<file path="src/rtl/wb_commit_if.sv">
// MEM -> WB handoff: valid/allowin handshake plus the 202-bit instruction bus.
interface wb_commit_if;
    logic         in_valid;
    logic         in_allowin;
    logic [201:0] in_bus;

    modport master (output in_valid, output in_bus, input in_allowin);
    modport slave  (input in_valid, input in_bus, output in_allowin);
endinterface

</file>
<file path="src/rtl/wb_commit.sv">
// Write-back/commit stage: a single-slot instruction holder that stalls TLB ops for TLB_LAT
// cycles, raises a flush on exceptions/ertn, and emits the register, CSR and TLB commit strobes.
module wb_commit #(
    parameter int  TLBNUM    = 16,
    parameter int  FILL_MODE = 0,
    parameter int  TLB_LAT   = 1,
    localparam int IDX_W     = $clog2(TLBNUM)
) (
    input  logic             clk,
    input  logic             resetn,
    wb_commit_if.slave       in_if,
    input  logic [31:0]      csr_rvalue_i,
    input  logic [IDX_W-1:0] csr_tlbidx_index_i,
    output logic             rf_we_o,
    output logic [4:0]       rf_waddr_o,
    output logic [31:0]      rf_wdata_o,
    output logic             csr_re_o,
    output logic [78:0]      csr_bus_o,
    output logic [80:0]      exc_bus_o,
    output logic             flush_o,
    output logic             tlb_we_o,
    output logic [IDX_W-1:0] tlb_w_index_o,
    output logic             tlbrd_en_o,
    output logic [31:0]      commit_cnt_o
);

    localparam logic [2:0] OP_SRCH  = 3'd1;
    localparam logic [2:0] OP_RD    = 3'd2;
    localparam logic [2:0] OP_WR    = 3'd3;
    localparam logic [2:0] OP_FILL  = 3'd4;
    localparam logic [2:0] OP_INV   = 3'd5;
    localparam logic [2:0] OCC_LAST = 3'(TLB_LAT - 1);

    typedef struct packed {
        logic [31:0] pc;
        logic        rf_we;
        logic [4:0]  rf_waddr;
        logic [31:0] rf_wdata;
        logic        csr_re;
        logic        csr_we;
        logic [13:0] csr_num;
        logic [31:0] csr_wmask;
        logic [31:0] csr_wvalue;
        logic        ex;
        logic [5:0]  ecode;
        logic [8:0]  esubcode;
        logic        ertn;
        logic [31:0] vaddr;
        logic [2:0]  tlb_op;
    } inst_t;

    inst_t            inst_q, inst_d;
    logic             v_q, v_d;
    logic [2:0]       occ_q, occ_d;
    logic [IDX_W-1:0] ptr_q, ptr_d;
    logic [7:0]       lfsr_q, lfsr_d;
    logic [31:0]      cnt_q, cnt_d;

    logic             tlb_busy;
    logic             ready_go;
    logic             flush;
    logic             commit;
    logic             allowin;
    logic             load;
    logic             is_fill;
    logic [IDX_W-1:0] fill_idx;

    // Only SRCH..INV occupy the stage; codes 6 and 7 behave like NONE.
    assign tlb_busy = (inst_q.tlb_op >= OP_SRCH) && (inst_q.tlb_op <= OP_INV);
    assign ready_go = ~tlb_busy | (occ_q == OCC_LAST);
    assign flush    = v_q & (inst_q.ex | inst_q.ertn);
    assign commit   = v_q & ready_go & ~inst_q.ex & ~inst_q.ertn;
    assign allowin  = ~v_q | (ready_go & ~flush);
    assign load     = in_if.in_valid & allowin & ~flush;
    assign is_fill  = (inst_q.tlb_op == OP_FILL);
    assign fill_idx = (FILL_MODE == 1) ? lfsr_q[IDX_W-1:0] : ptr_q;

    assign in_if.in_allowin = allowin;

    always_comb begin
        inst_d = inst_q;
        v_d    = v_q & ~ready_go & ~flush;
        occ_d  = occ_q;
        ptr_d  = ptr_q;
        cnt_d  = cnt_q;
        lfsr_d = {lfsr_q[6:0], lfsr_q[7] ^ lfsr_q[5] ^ lfsr_q[4] ^ lfsr_q[3]};

        if (v_q && tlb_busy && !ready_go) begin
            occ_d = occ_q + 3'd1;
        end
        if (load) begin
            inst_d = inst_t'(in_if.in_bus);
            v_d    = 1'b1;
            occ_d  = 3'd0;
        end
        if (commit) begin
            cnt_d = cnt_q + 32'd1;
            if (is_fill) begin
                ptr_d = ptr_q + IDX_W'(1);
            end
        end
    end

    // Reset wins over load and flush; a stalled instruction is simply dropped.
    always_ff @(posedge clk) begin
        if (!resetn) begin
            inst_q <= '0;
            v_q    <= 1'b0;
            occ_q  <= 3'd0;
            ptr_q  <= '0;
            lfsr_q <= 8'h01;
            cnt_q  <= 32'd0;
        end else begin
            inst_q <= inst_d;
            v_q    <= v_d;
            occ_q  <= occ_d;
            ptr_q  <= ptr_d;
            lfsr_q <= lfsr_d;
            cnt_q  <= cnt_d;
        end
    end

    assign rf_we_o       = commit & inst_q.rf_we;
    assign rf_waddr_o    = inst_q.rf_waddr;
    assign rf_wdata_o    = inst_q.csr_re ? csr_rvalue_i : inst_q.rf_wdata;
    assign csr_re_o      = inst_q.csr_re;
    assign csr_bus_o     = {commit & inst_q.csr_we, inst_q.csr_num,
                            inst_q.csr_wmask, inst_q.csr_wvalue};
    assign exc_bus_o     = {v_q & inst_q.ex, v_q & inst_q.ertn, inst_q.ecode,
                            inst_q.esubcode, inst_q.pc, inst_q.vaddr};
    assign flush_o       = flush;
    assign tlb_we_o      = commit & ((inst_q.tlb_op == OP_WR) | is_fill);
    assign tlb_w_index_o = is_fill ? fill_idx : csr_tlbidx_index_i;
    assign tlbrd_en_o    = commit & (inst_q.tlb_op == OP_RD);
    assign commit_cnt_o  = cnt_q;

endmodule
</file>
<file path="src/flat_wrapper.sv">
// flat-port wrapper written by rule: the top's interface ports become plain ports
module wb_commit_flat 
#(
    parameter int  TLBNUM    = 16,
    parameter int  FILL_MODE = 0,
    parameter int  TLB_LAT   = 1,
    localparam int IDX_W     = $clog2(TLBNUM)
)
  (clk, resetn, csr_rvalue_i, csr_tlbidx_index_i, rf_we_o, rf_waddr_o, rf_wdata_o, csr_re_o, csr_bus_o, exc_bus_o, flush_o, tlb_we_o, tlb_w_index_o, tlbrd_en_o, commit_cnt_o, in_if_in_valid, in_if_in_bus, in_if_in_allowin);
  wb_commit_if in_if_i ();
  input  logic clk;
  input  logic resetn;
  input  logic [31:0] csr_rvalue_i;
  input  logic [IDX_W-1:0] csr_tlbidx_index_i;
  output logic rf_we_o;
  output logic [4:0] rf_waddr_o;
  output logic [31:0] rf_wdata_o;
  output logic csr_re_o;
  output logic [78:0] csr_bus_o;
  output logic [80:0] exc_bus_o;
  output logic flush_o;
  output logic tlb_we_o;
  output logic [IDX_W-1:0] tlb_w_index_o;
  output logic tlbrd_en_o;
  output logic [31:0] commit_cnt_o;
  input wire logic [$bits(in_if_i.in_valid)-1:0] in_if_in_valid;
  input wire logic [$bits(in_if_i.in_bus)-1:0] in_if_in_bus;
  output wire logic [$bits(in_if_i.in_allowin)-1:0] in_if_in_allowin;
  assign in_if_i.in_valid = in_if_in_valid;
  assign in_if_i.in_bus = in_if_in_bus;
  assign in_if_in_allowin = in_if_i.in_allowin;
  wb_commit #(.TLBNUM(TLBNUM), .FILL_MODE(FILL_MODE), .TLB_LAT(TLB_LAT)) u_core (.clk(clk), .resetn(resetn), .in_if(in_if_i), .csr_rvalue_i(csr_rvalue_i), .csr_tlbidx_index_i(csr_tlbidx_index_i), .rf_we_o(rf_we_o), .rf_waddr_o(rf_waddr_o), .rf_wdata_o(rf_wdata_o), .csr_re_o(csr_re_o), .csr_bus_o(csr_bus_o), .exc_bus_o(exc_bus_o), .flush_o(flush_o), .tlb_we_o(tlb_we_o), .tlb_w_index_o(tlb_w_index_o), .tlbrd_en_o(tlbrd_en_o), .commit_cnt_o(commit_cnt_o));
endmodule
</file>
<file path="config.mk">
export PLATFORM = sky130hd
export DESIGN_NAME = wb_commit_flat
export DESIGN_NICKNAME = d
export VERILOG_FILES = /design/src/rtl/wb_commit_if.sv /design/src/rtl/wb_commit.sv /design/src/flat_wrapper.sv
export SDC_FILE = /design/constraint.sdc
export NUM_CORES = 1
export LEC_CHECK = 0
export CAP_MARGIN = 20
export CORE_AREA = 4 4 187 189
export CTS_BUF_LIST = sky130_fd_sc_hd__clkbuf_8
export CTS_CLUSTER_DIAMETER = 80
export DETAILED_ROUTE_END_ITERATION = 10
export DIE_AREA = 0 0 191 193
export PLACE_DENSITY = 0.7
export SLEW_MARGIN = 10
export SYNTH_ARGS = -nofsm -noshare
export SYNTH_HDL_FRONTEND = slang
export SYNTH_SLANG_ARGS = --single-unit
</file>
<file path="constraint.sdc">
create_clock -name clk -period 3.48 [get_ports clk]
set_clock_uncertainty 0.2 [all_clocks]
set_input_delay 0.348 -clock clk [delete_from_list [all_inputs] [get_ports clk]]
set_output_delay 0.348 -clock clk [all_outputs]
set_load 0.02 [all_outputs]
</file>
==> metrics.cfg <==
[route]
via_count=9747
dr.pass1.iters=4
ant_nets=0
drt_iter0_markers=433
vias_per_cell=4.63
drt-wirelength-per-cell_um=15.7
wirelength_um=33000
drc=0

[yosys]
synth.top_cell.area_share_pct=44.8
yosys-top-cells-area=dfxtp_1 (45%), buf_4 (12%), nand3_1 (10%), nand2_1 (7.5%), o21ai_1 (7.1%)
seq_area_frac_synth_pct=44.8
synth_area_leader_cell=dfxtp_1
postSynthCellCount=1332
ys.flop_type=dfxtp_1
synth_cell_types=35
synth_area_um2=10800
ys_top_cells_by_count=dfxtp_1 (242), nand3_1 (221), nand2_1 (215)
synth.ff_latch_count=242
synth.avg_cell_area_um2=8.11
synth-async-reset-ratio_pct=0
synth.most_common_cell=dfxtp_1
yosysWarnings=0
synth_edf_count=0
syn_nets=1577

[global_route]
grt_pass1_vias=9241
grt_pass1_wl_um=49300
antenna_found_initial=0
grt_max_degree=130
grtUsageTotal_pct=16.4
grt_overflow=0

[critical_path]
path_cells=or3_1, a31oi_1, and3_1, clkdlybuf4s50_1
worst-path-max-fanout=6
crit_required_ps=2930
end_kind=output port
crit_type=flop to output port
arrival_ps=2540
cp_slowest_stage_delay_ps=600
startpoint_type=flop
slowest_stage=clkdlybuf4s50_1
ff2ff_setup_slack_ps=850

[clock_tree]
cts_resized=0
ctsLongestPathBuffers=3
htreeDepth=2
post-cts-setup-buffers=0
cts_tree=done
cts_hold_buf=0
root_buffer=clkbuf_8
clock-sinks=242
clock_latency_ps=520
numCtsBuffers=44
clkTransAtPathRegs_ps=60

[cells_and_area]
syn2layout_area_growth_pct=46.0
final_util_pct=47.4
insertedDiodeCount=0
drive_gt1_share_pct=8.27
nNetsFinal=1868
stdcell_count=2104

[floorplanning]
core_area_um2=33300
num_rows=67
die_y_um=193
ios=480
start_util_pct=32.5
die_area_um2=36900
die_w_um=191

[timing]
maxSlewHeadroom_pct=51.8
fmaxAchievable_mhz=323
worst_pin_slew_ps=724
hold_viol=0
setup_violations=0
finalMaxSlewViolations=0
period_needed_ps=3090
setup-tns-final_ps=0
min_period_over_period_pct=88.8
rsz0062_at_grt=no

[placed_design]
dp_hpwl_um=24400
dp_cells=2025
port_buffers=479
gp_congestion=0.840

[power_and_ir_drop]
irDropWorstVdd_v=0.000271
pwr-share-comb_pct=17.6
switching_share_pct=25.9
power.share.clock_pct=40.8
p_per_area_nw_per_um2=459
p_total_w=0.00724
pwr-share-seq_pct=41.7
p_leak_nw=5.72
p_int_w=0.00537
p_sw_w=0.00187

[job]
drv_cap=0

[status]
outcome=finished clean

[hold_path]
min_path_type=primary input to flop

per-layer routing:
metal	part of all wire (%)	GRT usage [%]
met1	40	19.7
met5	0	0
met3	7.8	5.04
met2	49	27.6
met4	3.3	6.35
through the flow:
step                      area, um^2  worst slack, ps  hold WS (ps)
final                          15800              389           159
after global routing           15800              291           126
after CTS                      15800              360           115
after detailed placement       14800              832           239
after global placement         14800              936           234
after floorplan                10800             1220           226
worst max-delay path: cells and delay by family, from the launching register on:
family | cells | cell delay [ps]
AOI/OAI and AO/OA | 1 | 370
buffers and inverters | 1 | 600
DFF | 1 | 350
and+or+nand+nor | 2 | 700
cell families (layout without fill, tap and decap cells):
family	after synthesis	after routing	synth area share, %
XOR/XNOR	24	24	1.95
flip-flops	242	242	44.8
adder cells (fa/ha/maj)	4	4	0.463
AO/OA/AOI/OAI	232	232	11.1
buffers and inverters	273	597	15.9
AND/OR/NAND/NOR	519	519	21.9
multiplexers	38	38	3.94
power groups by stage:
stage               sequential, W  combinational, W  clock [W]
detailed placement        0.00307           0.00128          0
global placement          0.00307           0.00127          0
global route              0.00303           0.00136    0.00319
finish                    0.00302           0.00127    0.00295
floorplan                 0.00305          0.000754          0
CTS                       0.00302           0.00129    0.00306
worst paths after layout:
path                                                  startpoint                                 to  cells after the start
worst min register to register  u_core.csr_bus_o[4]$_SDFFE_PN0P_   u_core.csr_bus_o[4]$_SDFFE_PN0P_                      2
worst max register to register     u_core.inst_q[2]$_SDFFE_PN0P_  u_core.exc_bus_o[66]$_SDFFE_PN0P_                      7
worst max-delay path               u_core.inst_q[2]$_SDFFE_PN0P_                         tlbrd_en_o                      4
worst min-delay path                                      resetn      u_core.inst_q[0]$_SDFFE_PN0P_                      3
area by class of cell:
cell class,count,area (um^2)
sequential,242,4840
timing repair buffer,507,5080
fill,3174,17500
clock buffer,61,840
clock inverter,18,155
inverter,11,41.3
multi-input combinational,817,4250
tap,448,561
registers in the layout (all words and copies together) (netlist names):
name,flops
u_core.occ_q,3
u_core.commit_cnt_o,32
u_core.v_q,1
u_core.exc_bus_o,79
u_core.fill_idx,4
u_core.csr_re_o,1
u_core.rf_waddr_o,5
u_core.csr_bus_o,78
u_core.inst_q,39
cell usage in the layout (no fill, tap or decap), types with 2 or more instances in the layout:
| master | netlist | final |
|---|---|---|
| dfxtp_1 | 242 | 242 |
| mux2i_1 | 2 | 2 |
| clkdlybuf4s50_1 | 0 | 478 |
| nand4_1 | 14 | 14 |
| nand2_1 | 215 | 215 |
| nor2_1 | 31 | 31 |
| buf_12 | 0 | 6 |
| buf_4 | 178 | 22 |
| mux2_2 | 36 | 36 |
| and2_1 | 9 | 9 |
| and3_1 | 5 | 4 |
| o21a_1 | 3 | 3 |
| xor2_1 | 20 | 20 |
| nand3_1 | 221 | 221 |
| clkbuf_8 | 0 | 61 |
| o21ai_1 | 154 | 154 |
| nand2b_1 | 2 | 2 |
| o21ai_0 | 59 | 59 |
| inv_1 | 10 | 21 |
| xnor2_1 | 4 | 4 |
| bufinv_16 | 0 | 3 |
| or3_1 | 11 | 11 |
| nor3_1 | 6 | 6 |
| a21oi_1 | 12 | 12 |
| ha_1 | 4 | 4 |
| clkinv_2 | 0 | 3 |
(Power assumes the default switching activity.)
